$ cat src/rtl/temp_sensor_pkg.sv
// Shared constants and state encoding for the MAX6630 read master.
// Frame layout: temperature in the MSBs, status flag at bit 2.
package temp_sensor_pkg;

  localparam int C_TEMP_SENSOR_PO_WL   = 16;
  localparam int C_TEMP_SENSOR_DATA_WL = 13;
  localparam int C_STATUS_BIT          = 2;

  typedef enum logic [2:0] {
    IDLE,
    SETUP,
    SHIFT,
    DONE,
    GAP
  } state_t;

endpackage

$ cat src/rtl/sync_2ff.sv
// Generic two-flop synchroniser for asynchronous inputs.
// Both flops clear on the asynchronous active-high reset.
module sync_2ff #(
  parameter int W = 1
) (
  input  logic         clk,
  input  logic         rst,
  input  logic [W-1:0] d,
  output logic [W-1:0] q
);

  logic [W-1:0] meta;

  always_ff @(posedge clk or posedge rst) begin
    if (rst) begin
      meta <= '0;
      q    <= '0;
    end else begin
      meta <= d;
      q    <= meta;
    end
  end

endmodule

$ cat src/rtl/temp_sensor_reader.sv
// SPI-style read master for the MAX6630: 16 SCK pulses per frame,
// MSB-first capture, 13-bit temperature plus status-bit check.
module temp_sensor_reader
  import temp_sensor_pkg::*;
#(
  parameter int C_SCK_HALF     = 8,
  parameter int C_CS_SETUP_CYC = 4,
  parameter int C_CS_HIGH_CYC  = 8
) (
  input  logic Clk_IN,
  input  logic Reset_IN,
  input  logic Start_IN,
  input  logic Temp_sensor_SO_IN,
  output logic Temp_sensor_SCK_OUT,
  output logic Temp_sensor_CS_OUT,
  output logic [C_TEMP_SENSOR_DATA_WL-1:0] Temp_Data_OUT,
  output logic Data_valid_OUT,
  output logic Frame_error_OUT,
  output logic Busy_OUT
);

  localparam int CNT_MAX_A =
    (C_SCK_HALF > C_CS_SETUP_CYC) ? C_SCK_HALF : C_CS_SETUP_CYC;
  localparam int CNT_MAX =
    (CNT_MAX_A > C_CS_HIGH_CYC) ? CNT_MAX_A : C_CS_HIGH_CYC;
  localparam int CNT_W = $clog2(CNT_MAX);
  localparam int BIT_W = $clog2(C_TEMP_SENSOR_PO_WL);

  localparam logic [CNT_W-1:0] SETUP_LAST =
    CNT_W'(C_CS_SETUP_CYC - 1);
  localparam logic [CNT_W-1:0] HALF_LAST =
    CNT_W'(C_SCK_HALF - 1);
  // DONE plus the IDLE sampling cycle also count as CS-high time
  localparam logic [CNT_W-1:0] GAP_LAST =
    CNT_W'(C_CS_HIGH_CYC - 3);
  localparam logic [BIT_W-1:0] BIT_LAST =
    BIT_W'(C_TEMP_SENSOR_PO_WL - 1);

  state_t                           state;
  logic [CNT_W-1:0]                 cnt;
  logic [BIT_W-1:0]                 bit_cnt;
  logic [C_TEMP_SENSOR_PO_WL-1:0]   shift;
  logic                             so_s;
  logic                             sck;
  logic                             cs_n;
  logic                             busy;
  logic                             valid;
  logic                             ferr;
  logic [C_TEMP_SENSOR_DATA_WL-1:0] data;

  sync_2ff #(.W(1)) u_so_sync (
    .clk (Clk_IN),
    .rst (Reset_IN),
    .d   (Temp_sensor_SO_IN),
    .q   (so_s)
  );

  always_ff @(posedge Clk_IN or posedge Reset_IN) begin
    if (Reset_IN) begin
      state   <= IDLE;
      cnt     <= '0;
      bit_cnt <= '0;
      shift   <= '0;
      sck     <= 1'b0;
      cs_n    <= 1'b1;
      busy    <= 1'b0;
      valid   <= 1'b0;
      ferr    <= 1'b0;
      data    <= '0;
    end else begin
      valid <= 1'b0;
      unique case (state)
        IDLE: begin
          if (Start_IN) begin
            state   <= SETUP;
            cs_n    <= 1'b0;
            busy    <= 1'b1;
            cnt     <= '0;
            bit_cnt <= '0;
          end
        end
        SETUP: begin
          if (cnt == SETUP_LAST) begin
            state <= SHIFT;
            cnt   <= '0;
          end else begin
            cnt <= cnt + 1'b1;
          end
        end
        SHIFT: begin
          if (cnt == HALF_LAST) begin
            cnt <= '0;
            sck <= ~sck;
            // the edge that drops SCK captures the bit
            if (sck) begin
              shift   <= {shift[C_TEMP_SENSOR_PO_WL-2:0], so_s};
              bit_cnt <= bit_cnt + 1'b1;
              if (bit_cnt == BIT_LAST) begin
                state <= DONE;
                cs_n  <= 1'b1;
              end
            end
          end else begin
            cnt <= cnt + 1'b1;
          end
        end
        DONE: begin
          data  <= shift[C_TEMP_SENSOR_PO_WL-1 -: C_TEMP_SENSOR_DATA_WL];
          ferr  <= shift[C_STATUS_BIT];
          valid <= 1'b1;
          state <= GAP;
          cnt   <= '0;
        end
        GAP: begin
          if (cnt == GAP_LAST) begin
            state <= IDLE;
            busy  <= 1'b0;
          end else begin
            cnt <= cnt + 1'b1;
          end
        end
        default: state <= IDLE;
      endcase
    end
  end

  assign Temp_sensor_SCK_OUT = sck;
  assign Temp_sensor_CS_OUT  = cs_n;
  assign Temp_Data_OUT       = data;
  assign Data_valid_OUT      = valid;
  assign Frame_error_OUT     = ferr;
  assign Busy_OUT            = busy;

endmodule

$ cat config.mk
export PLATFORM = sky130hd
export DESIGN_NAME = temp_sensor_reader
export DESIGN_NICKNAME = d
export VERILOG_FILES = /design/src/rtl/temp_sensor_pkg.sv /design/src/rtl/sync_2ff.sv /design/src/rtl/temp_sensor_reader.sv
export SDC_FILE = /design/constraint.sdc
export NUM_CORES = 1
export LEC_CHECK = 0
export CORE_ASPECT_RATIO = 2
export CORE_MARGIN = 1
export CORE_UTILIZATION = 40
export DETAILED_ROUTE_END_ITERATION = 10
export PLACE_DENSITY = 0.72
export SYNTH_ARGS = -nofsm -noshare
export SYNTH_HDL_FRONTEND = slang
export SYNTH_HIERARCHICAL = 1
export SYNTH_SLANG_ARGS = --single-unit
$ cat constraint.sdc
create_clock -name Clk_IN -period 1.6 [get_ports Clk_IN]
set_clock_uncertainty 0.05 [all_clocks]
set_input_delay 0.24 -clock Clk_IN [delete_from_list [all_inputs] [get_ports Clk_IN]]
set_output_delay 0.24 -clock Clk_IN [all_outputs]
set_load 0.05 [all_outputs]
==> flow_summary.ini <==
[pwr]
p_clk_share_pct = 23.6
p_comb_share_pct = 33.4
power_frac_seq_pct = 43.1
cellPowerDensity_nw_per_um2 = 1210
internal-power_uw = 2066
power.leakage_uw = 0.001299
switching_share_pct = 32.92
ir_drop_mv = 0.9223
p_switching_uw = 1014

[routing]
wl_met3_um = 86
wirelength_um = 3975
maxUsedRoutingLayer = met4
first_pass_iters = 4
drt-met1-wl_um = 1631
vias = 1390
drt-wirelength-per-cell_um = 14.56
dr_wl_met2_um = 2122
drc = 0
drtAntennaViolNets = 0
vias_per_cell = 5.092
drt-initial-drc-count = 36

[synth]
synth_area_leaders = dfrtp_1, nand2_1, mux2_4, mux2_2, ha_1
synth_top_area_cell = dfrtp_1
netlist_area_um2 = 2022
ys_ff_latch = 46
syn_area_per_cell_um2 = 11.30
synth_fp_nets = 188
yosysUniqueCellTypes = 36
yosys.area.top_type_share_pct = 55.69
yosysSeqAreaShare_pct = 56.99
syn_inst = 179
yosysWarnings = 6

[placed_design]
io_buffers = 21
dp.cells = 263
gp_routability_congestion = 0.7721
hpwl_um = 2700

[die]
rows = 36
die_h_um = 102.5
dieArea_um2 = 5361
start_util_pct = 41.56
core_area_um2 = 4865
num_io_pins = 22
die_w_um = 52.28

[finish]
fillers = 424
layout_common_cells = nand2_1, dfrtp_1, buf_4, mux2_4, mux2_2
area_growth_pct = 25.93
layout.nets = 224
antenna_cells = 0
final_layout_size_suffix_gt1_share_pct = 33.33
final_common_cell = nand2_1
final-instance-count-excl-fill = 273

[min_path]
hold_path_class = in2async

[critical_path]
critPathKind = reg2reg
critPathArrivalTime_ps = 1660
r2r-start = cnt[0]
startpoint = cnt[0]
startpoint_type = flip-flop
crit_end = cnt[2]
cp.required_ps = 1730
cp_max_fo = 3
cp-end-kind = flip-flop
ff2ff_setup_slack_ps = 70
r2r-end = cnt[2]
reg2reg_depth = 7

[clock_tree]
clock-root-buffer = clkbuf_8
cts_tree = built
clockBufferDepth = 2
cts-buffers-inserted = 5
clk_latency_ps = 300
cts.htree.levels = 2
hold_buffers = 0
clkTransAtPathRegs_ps = 80
cts_sinks = 46

[grt]
grt_max_degree = 38
grt_pass1_vias = 1423
antenna_found_initial = 0
grt_overflow = 0
grtUsageTotal_pct = 17.10
grt_pass1_wl_um = 6610

[sta]
hold_viol_final = 0
maxSlewViolCount = 0
setup_viol = 0
fin_crit_ps = 1533
max_freq_ghz = 0.6524
holdWs_ps = 58.02
fin_crit_sh_pct = 95.80
slew_headroom_pct = 74.98
tightest_slew_ps = 371.4
rsz0062_at_grt = yes

[status]
run_status = completed

[flow_run]
cap_violations = 0
-- registers in the layout (all words and copies together), names as in the netlist --
register,flops
Busy_OUT,1
Data_valid_OUT,1
Frame_error_OUT,1
Temp_Data_OUT,13
Temp_sensor_CS_OUT,1
Temp_sensor_SCK_OUT,1
bit_cnt,4
cnt,3
shift,16
state,3
u_so_sync/meta,1
u_so_sync/q,1
-- stage by stage --
| step | total power [uW] | cell area, um2 | util (%) | TNS (ps) | setup slack [ps] |
|---|---|---|---|---|---|
| 4_1_cts | 2974 | 2471 | 50.80 | 0 | 12.34 |
| 3_5_place_dp | 2251 | 2369 | 48.69 | 0 | 9.918 |
| 5_1_grt | 3232 | 2546 | 52.34 | -55.87 | -24.01 |
| 3_3_place_gp | 2221 | 2369 | 48.69 | 0 | 35.72 |
| 6_report | 3080 | 2546 | 52.34 | 0 | 67.25 |
| 2_1_floorplan | 1923 | 2023 | - | 0 | 23.54 |
-- cell usage after synthesis, drive strengths merged --
cell	number
nand2	49
dfrtp	45
mux2	17
inv	7
o21ai	7
buf	5
ha	5
nand3	5
a21oi	4
nand2b	4
nor2	3
and3	2
clkbuf	2
nand3b	2
nor2b	2
nor3b	2
o22ai	2
o32ai	2
xor2	2
a21bo	1
a2bb2oi	1
and4	1
dfstp	1
mux2i	1
nand4	1
nor3	1
nor4	1
nor4b	1
o31ai	1
o32a	1
or3	1
-- critical path, cell delays in order (launching register included) --
cell     delay (ps)
dfrtp_1         380
buf_6           120
ha_2            170
inv_2            40
ha_4            260
nor4_2           40
o32ai_1         260
o21ai_1         100
-- cell families (layout without fill, tap and decap cells) --
| group | Yosys count | count (layout) | share of synthesized area [%] |
|---|---|---|---|
| simple gates | 75 | 75 | 18.01 |
| flops | 46 | 46 | 56.99 |
| xor+xnor | 2 | 2 | 0.8665 |
| compound gates | 19 | 19 | 6.003 |
| fa+ha+maj | 5 | 5 | 3.094 |
| mux | 18 | 18 | 11.82 |
| buf+inv | 14 | 51 | 3.218 |
-- power groups by stage --
stage	registers (uW)	logic, uW	clock network [uW]
after global routing	1340	1120	772
after CTS	1320	912	743
after floorplan	1360	568	0
after detailed placement	1340	910	0
after global placement	1330	887	0
final	1330	1030	726
-- how the worst min path moves through the flow --
stage	from	endpoint	slack, ps	depth (start not counted)
after floorplan	Reset_IN	u_so_sync/meta	-70	1
after global placement	u_so_sync/meta	u_so_sync/q	290	0
after detailed placement	u_so_sync/meta	u_so_sync/q	300	0
after CTS	Reset_IN	u_so_sync/meta	60	2
after global routing	Reset_IN	u_so_sync/q	90	2
final	Reset_IN	u_so_sync/q	60	2
-- layout make-up --
class / instances / area [um2] / area share, %
Sequential cell: 46 / 1154 / 45.31
Clock inverter: 1 / 5.005 / 0.1966
Multi-Input combinational cell: 119 / 852.1 / 33.46
Timing Repair Buffer: 36 / 347.8 / 13.66
Tap cell: 57 / 71.32 / 2.801
Clock buffer: 7 / 86.33 / 3.391
Inverter: 7 / 30.03 / 1.179
-- repair_timing --
action / CTS / global route
setup buffers: 0 / 2
setup endpoints to repair: 8 / 12
resized for setup: 2 / 12
pin swaps: 0 / 7
-- routing by layer --
layer | vias to the layer above | track usage [%]
met2 | 23 | 28.99
li1 | 668 | -
met4 | 0 | 10.32
met3 | 7 | 3.097
met5 | - | 0
met1 | 692 | 19.46
Note: power is estimated with default switching activity, not from simulation.
